===== config.mk =====
export PLATFORM = sky130hd
export DESIGN_NAME = traffic_light_fsm
export DESIGN_NICKNAME = d
export VERILOG_FILES = /design/src/rtl/traffic_pkg.sv /design/src/rtl/tick_sync.sv /design/src/rtl/traffic_light_fsm.sv
export SDC_FILE = /design/constraint.sdc
export NUM_CORES = 1
export LEC_CHECK = 0
export CAP_MARGIN = 20
export CORE_MARGIN = 2
export CORE_UTILIZATION = 35
export DETAILED_ROUTE_END_ITERATION = 8
export PLACE_DENSITY = 0.67
export SLEW_MARGIN = 20
export SYNTH_ARGS = -nofsm -noshare
export SYNTH_HDL_FRONTEND = slang
export SYNTH_SLANG_ARGS = --single-unit

===== constraint.sdc =====
create_clock -name CLK100MHZ -period 3.45 [get_ports CLK100MHZ]
set_clock_uncertainty 0.05 [all_clocks]
set_input_delay 0.69 -clock CLK100MHZ [delete_from_list [all_inputs] [get_ports CLK100MHZ]]
set_output_delay 0.69 -clock CLK100MHZ [all_outputs]
set_load 0.01 [all_outputs]

===== src/rtl/traffic_pkg.sv =====
// traffic_pkg: phase encoding, light codes and timer width shared by the
// intersection controller and its tick synchroniser.
package traffic_pkg;

  localparam int TIMER_W = 4;

  localparam logic [2:0] LIGHT_RED = 3'b100;
  localparam logic [2:0] LIGHT_YEL = 3'b010;
  localparam logic [2:0] LIGHT_GRN = 3'b001;

  typedef enum logic [2:0] {
    NS_GREEN  = 3'd0,
    NS_YELLOW = 3'd1,
    ALLRED_A  = 3'd2,
    EW_GREEN  = 3'd3,
    EW_YELLOW = 3'd4,
    ALLRED_B  = 3'd5
  } phase_t;

  // North-South lamp pattern for a phase; anything unexpected shows red.
  function automatic logic [2:0] ns_light_of(input phase_t p);
    case (p)
      NS_GREEN:  ns_light_of = LIGHT_GRN;
      NS_YELLOW: ns_light_of = LIGHT_YEL;
      default:   ns_light_of = LIGHT_RED;
    endcase
  endfunction

  // East-West lamp pattern for a phase; anything unexpected shows red.
  function automatic logic [2:0] ew_light_of(input phase_t p);
    case (p)
      EW_GREEN:  ew_light_of = LIGHT_GRN;
      EW_YELLOW: ew_light_of = LIGHT_YEL;
      default:   ew_light_of = LIGHT_RED;
    endcase
  endfunction

  // Fixed cycle order; an illegal encoding falls back to the all-red phase.
  function automatic phase_t next_phase(input phase_t p);
    case (p)
      NS_GREEN:  next_phase = NS_YELLOW;
      NS_YELLOW: next_phase = ALLRED_A;
      ALLRED_A:  next_phase = EW_GREEN;
      EW_GREEN:  next_phase = EW_YELLOW;
      EW_YELLOW: next_phase = ALLRED_B;
      ALLRED_B:  next_phase = NS_GREEN;
      default:   next_phase = ALLRED_B;
    endcase
  endfunction

endpackage


===== src/rtl/tick_sync.sv =====
// tick_sync: brings the asynchronous 1 Hz sec_clk into CLK100MHZ through two
// flops and turns each rising edge into a single-cycle registered tick, which
// appears three system cycles after the sec_clk rise. Falling edges are ignored.
module tick_sync (
  input  logic CLK100MHZ,
  input  logic reset_n,
  input  logic sec_clk,
  output logic tick
);

  logic sync1_q, sync1_d;
  logic sync2_q, sync2_d;
  logic prev_q,  prev_d;
  logic tick_q,  tick_d;

  // Next values: shift sec_clk through the synchroniser and flag a 0->1 step.
  always_comb begin
    sync1_d = sec_clk;
    sync2_d = sync1_q;
    prev_d  = sync2_q;
    tick_d  = sync2_q & ~prev_q;
  end

  // Synchroniser, edge-history and tick registers; reset empties the pipeline.
  always_ff @(posedge CLK100MHZ or negedge reset_n) begin
    if (!reset_n) begin
      sync1_q <= 1'b0;
      sync2_q <= 1'b0;
      prev_q  <= 1'b0;
      tick_q  <= 1'b0;
    end else begin
      sync1_q <= sync1_d;
      sync2_q <= sync2_d;
      prev_q  <= prev_d;
      tick_q  <= tick_d;
    end
  end

  assign tick = tick_q;

endmodule


===== src/rtl/traffic_light_fsm.sv =====
// traffic_light_fsm: sequences the NS/EW lights through green, yellow and
// all-red phases, counting seconds ticks derived from sec_clk. NS green is held
// while no East-West car waits. Optional pedestrian support is enabled by
// defining the macro PED_REQUEST_EN (adds ped_req / ped_walk ports).
module traffic_light_fsm
  import traffic_pkg::*;
#(
  parameter int GREEN_SEC     = 10,
  parameter int YELLOW_SEC    = 3,
  parameter int ALLRED_SEC    = 1,
  parameter int MIN_GREEN_SEC = 4
) (
  input  logic               CLK100MHZ,
  input  logic               reset_n,
  input  logic               sec_clk,
  input  logic               ew_car,
`ifdef PED_REQUEST_EN
  input  logic               ped_req,
  output logic               ped_walk,
`endif
  output logic [2:0]         ns_light,
  output logic [2:0]         ew_light,
  output logic [2:0]         phase,
  output logic [TIMER_W-1:0] secs_left
);

  localparam int TIMER_MAX = (1 << TIMER_W) - 1;

  if (GREEN_SEC < 1 || GREEN_SEC > TIMER_MAX) begin : g_bad_green
    $error("GREEN_SEC must be in 1..15");
  end
  if (YELLOW_SEC < 1 || YELLOW_SEC > TIMER_MAX) begin : g_bad_yellow
    $error("YELLOW_SEC must be in 1..15");
  end
  if (ALLRED_SEC < 1 || ALLRED_SEC > TIMER_MAX) begin : g_bad_allred
    $error("ALLRED_SEC must be in 1..15");
  end
  if (MIN_GREEN_SEC < 1 || MIN_GREEN_SEC > GREEN_SEC) begin : g_bad_min
    $error("MIN_GREEN_SEC must be in 1..GREEN_SEC");
  end

  localparam logic [TIMER_W-1:0] GREEN_T   = TIMER_W'(GREEN_SEC);
  localparam logic [TIMER_W-1:0] YELLOW_T  = TIMER_W'(YELLOW_SEC);
  localparam logic [TIMER_W-1:0] ALLRED_T  = TIMER_W'(ALLRED_SEC);
  localparam logic [TIMER_W-1:0] TIMER_ONE = TIMER_W'(1);

  function automatic logic [TIMER_W-1:0] duration_of(input phase_t p);
    case (p)
      NS_GREEN, EW_GREEN:   duration_of = GREEN_T;
      NS_YELLOW, EW_YELLOW: duration_of = YELLOW_T;
      default:              duration_of = ALLRED_T;
    endcase
  endfunction

  logic               tick;
  logic               cut;
  phase_t             state_q, state_d;
  logic [TIMER_W-1:0] timer_q, timer_d, timer_eff;
  logic [2:0]         ns_light_q, ns_light_d;
  logic [2:0]         ew_light_q, ew_light_d;

  tick_sync u_tick (
    .CLK100MHZ (CLK100MHZ),
    .reset_n   (reset_n),
    .sec_clk   (sec_clk),
    .tick      (tick)
  );

  // Next phase and timer: count down on ticks, advance when a tick meets a
  // timer of one, hold NS green with no EW car unless a pedestrian cut applies.
  always_comb begin
    state_d   = state_q;
    timer_d   = timer_q;
    timer_eff = cut ? TIMER_ONE : timer_q;
    case (state_q)
      NS_GREEN, NS_YELLOW, ALLRED_A, EW_GREEN, EW_YELLOW, ALLRED_B: begin
        if (!tick) begin
          timer_d = timer_eff;
        end else if (timer_eff != TIMER_ONE) begin
          timer_d = timer_q - TIMER_ONE;
        end else if (state_q == NS_GREEN && !ew_car && !cut) begin
          timer_d = TIMER_ONE;
        end else begin
          state_d = next_phase(state_q);
          timer_d = duration_of(state_d);
        end
      end
      default: begin
        state_d = ALLRED_B;
        timer_d = ALLRED_T;
      end
    endcase
    ns_light_d = ns_light_of(state_d);
    ew_light_d = ew_light_of(state_d);
  end

  // Phase, timer and lamp registers move together so lamps always match phase.
  always_ff @(posedge CLK100MHZ or negedge reset_n) begin
    if (!reset_n) begin
      state_q    <= ALLRED_B;
      timer_q    <= ALLRED_T;
      ns_light_q <= LIGHT_RED;
      ew_light_q <= LIGHT_RED;
    end else begin
      state_q    <= state_d;
      timer_q    <= timer_d;
      ns_light_q <= ns_light_d;
      ew_light_q <= ew_light_d;
    end
  end

`ifdef PED_REQUEST_EN
  localparam logic [TIMER_W-1:0] MIN_T = TIMER_W'(MIN_GREEN_SEC);

  logic               latch_q, latch_d;
  logic               walk_q, walk_d;
  logic [TIMER_W-1:0] elapsed_q, elapsed_d;
  logic               in_green;
  logic               enter_allred;

  assign in_green = (state_q == NS_GREEN) || (state_q == EW_GREEN);
  assign cut      = in_green && latch_q && (elapsed_q >= MIN_T);

  // Pedestrian bookkeeping: sticky request, ticks spent in green, walk lamp
  // lit for the whole all-red phase that follows a pending request.
  always_comb begin
    enter_allred = (state_d != state_q) &&
                   ((state_d == ALLRED_A) || (state_d == ALLRED_B));
    latch_d   = ped_req || (latch_q && !enter_allred);
    walk_d    = walk_q;
    elapsed_d = elapsed_q;
    if (enter_allred) begin
      walk_d = latch_q;
    end else if (state_d != ALLRED_A && state_d != ALLRED_B) begin
      walk_d = 1'b0;
    end
    if (state_d != state_q) begin
      elapsed_d = '0;
    end else if (tick && in_green && elapsed_q != '1) begin
      elapsed_d = elapsed_q + TIMER_ONE;
    end
  end

  // Pedestrian latch, walk lamp and green-elapsed counter registers.
  always_ff @(posedge CLK100MHZ or negedge reset_n) begin
    if (!reset_n) begin
      latch_q   <= 1'b0;
      walk_q    <= 1'b0;
      elapsed_q <= '0;
    end else begin
      latch_q   <= latch_d;
      walk_q    <= walk_d;
      elapsed_q <= elapsed_d;
    end
  end

  assign ped_walk = walk_q;
`else
  assign cut = 1'b0;
`endif

  assign ns_light  = ns_light_q;
  assign ew_light  = ew_light_q;
  assign phase     = state_q;
  assign secs_left = timer_q;

endmodule

==> results.yml <==
cts:
  postCtsHoldBufs: 0
  clk_latency_ns: 0.29
  cts.path.max_buffers: 2
  h-tree-depth: 1
  post_cts_resize_count: 0
  clk_pin_slew_ns: 0.09
  cts_setup_buffers: 0
  numCtsBuffers: 3
  cts_sinks: 17
  root_buffer: "clkbuf_4"
  cts_tree: "built"
timing:
  finalHoldViolCount: 0
  fmax_ghz: 0.425
  finalSetupViolations: 0
  slew_headroom_pct: 51.9
  period_needed_ns: 2.35
  finalSetupTns_ns: 0
  rsz0062_at_grt: "false"
  max_slew.worst_pin.slew_ns: 0.720
  hold_ws_ns: 0.317
  slew_violations: 0
  period_share_pct: 68.1
final_layout:
  nets: 102
  diodes: 0
  fin_cells: 123
  fillers: 214
  final_area_um2: 1010
  drive_gt1_share_pct: 10.5
  syn_to_final_growth_pct: 25.0
routing:
  num_vias: 628
  first_iter_violations: 11
  routed_wl_mm: 1.49
  postRouteAntennaNets: 0
  drc: 0
  dr.pass1.iters: 4
  viasPerCell: 5.11
  wl_per_cell_um: 12.1
critical_path:
  critPathTopFamily: "flip-flops"
  crit_arrival_ns: 1.61
  rr_worst_depth: 5
  r2r-start: "secs_left[0]"
  cp_slowest_cell: "dfstp_2"
  r2r_setup_slack_ns: 1.58
  cp_cell_sequence: "clkdlybuf4s50_1"
  critPathRequiredTime_ns: 2.71
  max_stage_delay_ns: 0.73
  startpoint: "phase[2]"
  cp.buffers_inverters: 1
  start_kind: "flip-flop"
  path_class: "reg2out"
  critPathMaxFanout: 19
  cp-end-kind: "output pin"
  r2r-end: "secs_left[1]"
global_route:
  track_usage_pct: 12.9
  grt_first_pass_wirelength_mm: 2.58
  grt_overflow: 0
  grt_max_degree: 20
  grt_pass1_vias: 577
  antenna_found_initial: 0
power_and_ir_drop:
  power.leakage_nw: 0.399
  pwr-share-seq_pct: 45.1
  power_switching_w: 0.000309
  internal_power_w: 0.000520
  switching_share_pct: 37.2
  combPwrFrac_pct: 42.4
  power_density_nw_per_um2: 823
  clkPwrFrac_pct: 12.5
  peakVddDrop_uv: 391
placed_design:
  globalplace.congestion: 0.829
  hpwl_mm: 1.08
  dp_cells: 119
  placed_area_um2: 981
  io_buffers: 16
worst_hold_path:
  hp-class: "reg2reg"
  whs_path_depth: 0
  min_to: "u_tick.prev_d"
  hold_start: "u_tick.sync1_q"
yosys:
  yosysTopAreaCell: "dfrtp_1"
  ys_async_sr_fraction_pct: 100
  synth.distinct_cells: 32
  synth_top_area_share_pct: 37.3
  synthTopCellsByArea: "dfrtp_1, dfstp_2, a21oi_1"
  avgSynthCellArea_um2: 10.1
  yosysMostFrequentCell: "dfrtp_1"
  ys_warn_count: 0
  syn_nets: 86
  yosysSeqAreaShare_pct: 53.6
  synth_commonest_cells: "dfrtp_1, nand2_1, a21oi_1"
  ys_ff_latch: 17
  syn_inst: 80
  synthFlopType: "dfrtp_1"
  synth_edf_count: 0
  synth_area_um2: 806
die:
  dieHeight_um: 52.0
  io_pins: 17
  die_area_um2: 2700
  core-area_um2: 2190
  rows: 17
  die_w_um: 52.0
  start_util_pct: 36.8
run:
  cap_violations: 0
status:
  run_status: "completed"
stage by stage:
step | total power, W | setup WS [ns] | utilization (%)
after floorplan | 0.000562 | 1.69 | -
after global placement | 0.000718 | 1.44 | 44.8
after detailed placement | 0.000731 | 1.41 | 44.8
after CTS | 0.000834 | 1.09 | 46.0
after global routing | 0.000897 | 1.01 | 46.0
final | 0.000829 | 1.10 | 46.0
power by group through the flow:
stage | Clock (W) | Combinational [W] | Sequential [W]
detailed placement | 0 | 0.000352 | 0.000378
global route | 0.000115 | 0.000392 | 0.000390
CTS | 0.000105 | 0.000354 | 0.000375
finish | 0.000104 | 0.000351 | 0.000374
global placement | 0 | 0.000348 | 0.000371
floorplan | 0 | 0.000200 | 0.000361
flip-flops by register name (all words and copies together), names as in the netlist:
signal / flops
ns_light: 3
phase: 3
u_tick.prev_q: 1
u_tick.prev_d: 1
ew_light: 3
u_tick.sync1_q: 1
secs_left: 4
u_tick.tick: 1
worst max-delay path by stage:
stage	end	slack, ns	cells after the start
after floorplan	secs_left[1]	1.69	5
after global placement	phase[2]	1.44	1
after detailed placement	phase[2]	1.41	1
after CTS	phase[2]	1.09	1
after global routing	phase[1]	1.01	1
final	phase[2]	1.10	1
cell usage in the layout, fill, tap and decap left out, types with 2 or more instances in the layout:
cell / instances
dfstp_2: 5
nor3_1: 2
nor2b_1: 2
a31oi_1: 2
ha_1: 2
o21ai_0: 4
a211oi_1: 2
inv_1: 6
a21oi_1: 7
clkdlybuf4s50_1: 16
clkbuf_4: 3
nor2_1: 5
nand2_1: 9
dfrtp_1: 12
cell type report:
cell class	count	area (um^2)	share of cell area, %
Clock buffer	4	26.3	2.61
Inverter	6	22.5	2.24
Multi-Input combinational cell	52	332	32.9
Sequential cell	17	432	42.9
Tap cell	28	35.0	3.48
Timing Repair Buffer	16	160	15.9
kinds of logic after synthesis:
kind of cell,count (synthesis),synth area share [%]
AND/OR/NAND/NOR,24,15.2
AO/OA/AOI/OAI,23,19.1
flip-flops,17,53.6
buffers and inverters,11,5.28
multiplexers,2,2.64
adder cells (fa/ha/maj),2,3.11
XOR/XNOR,1,1.09
metal layers:
metal  global-route usage, %  routed length (um)  up-vias
li1                        -                   -      310
met1                    17.1                 721      299
met2                    19.8                 657       17
met3                    6.03                 102        2
met4                    1.32                   7        0
met5                       0                   0        -
No activity file was read; power rests on OpenSTA's default activity.
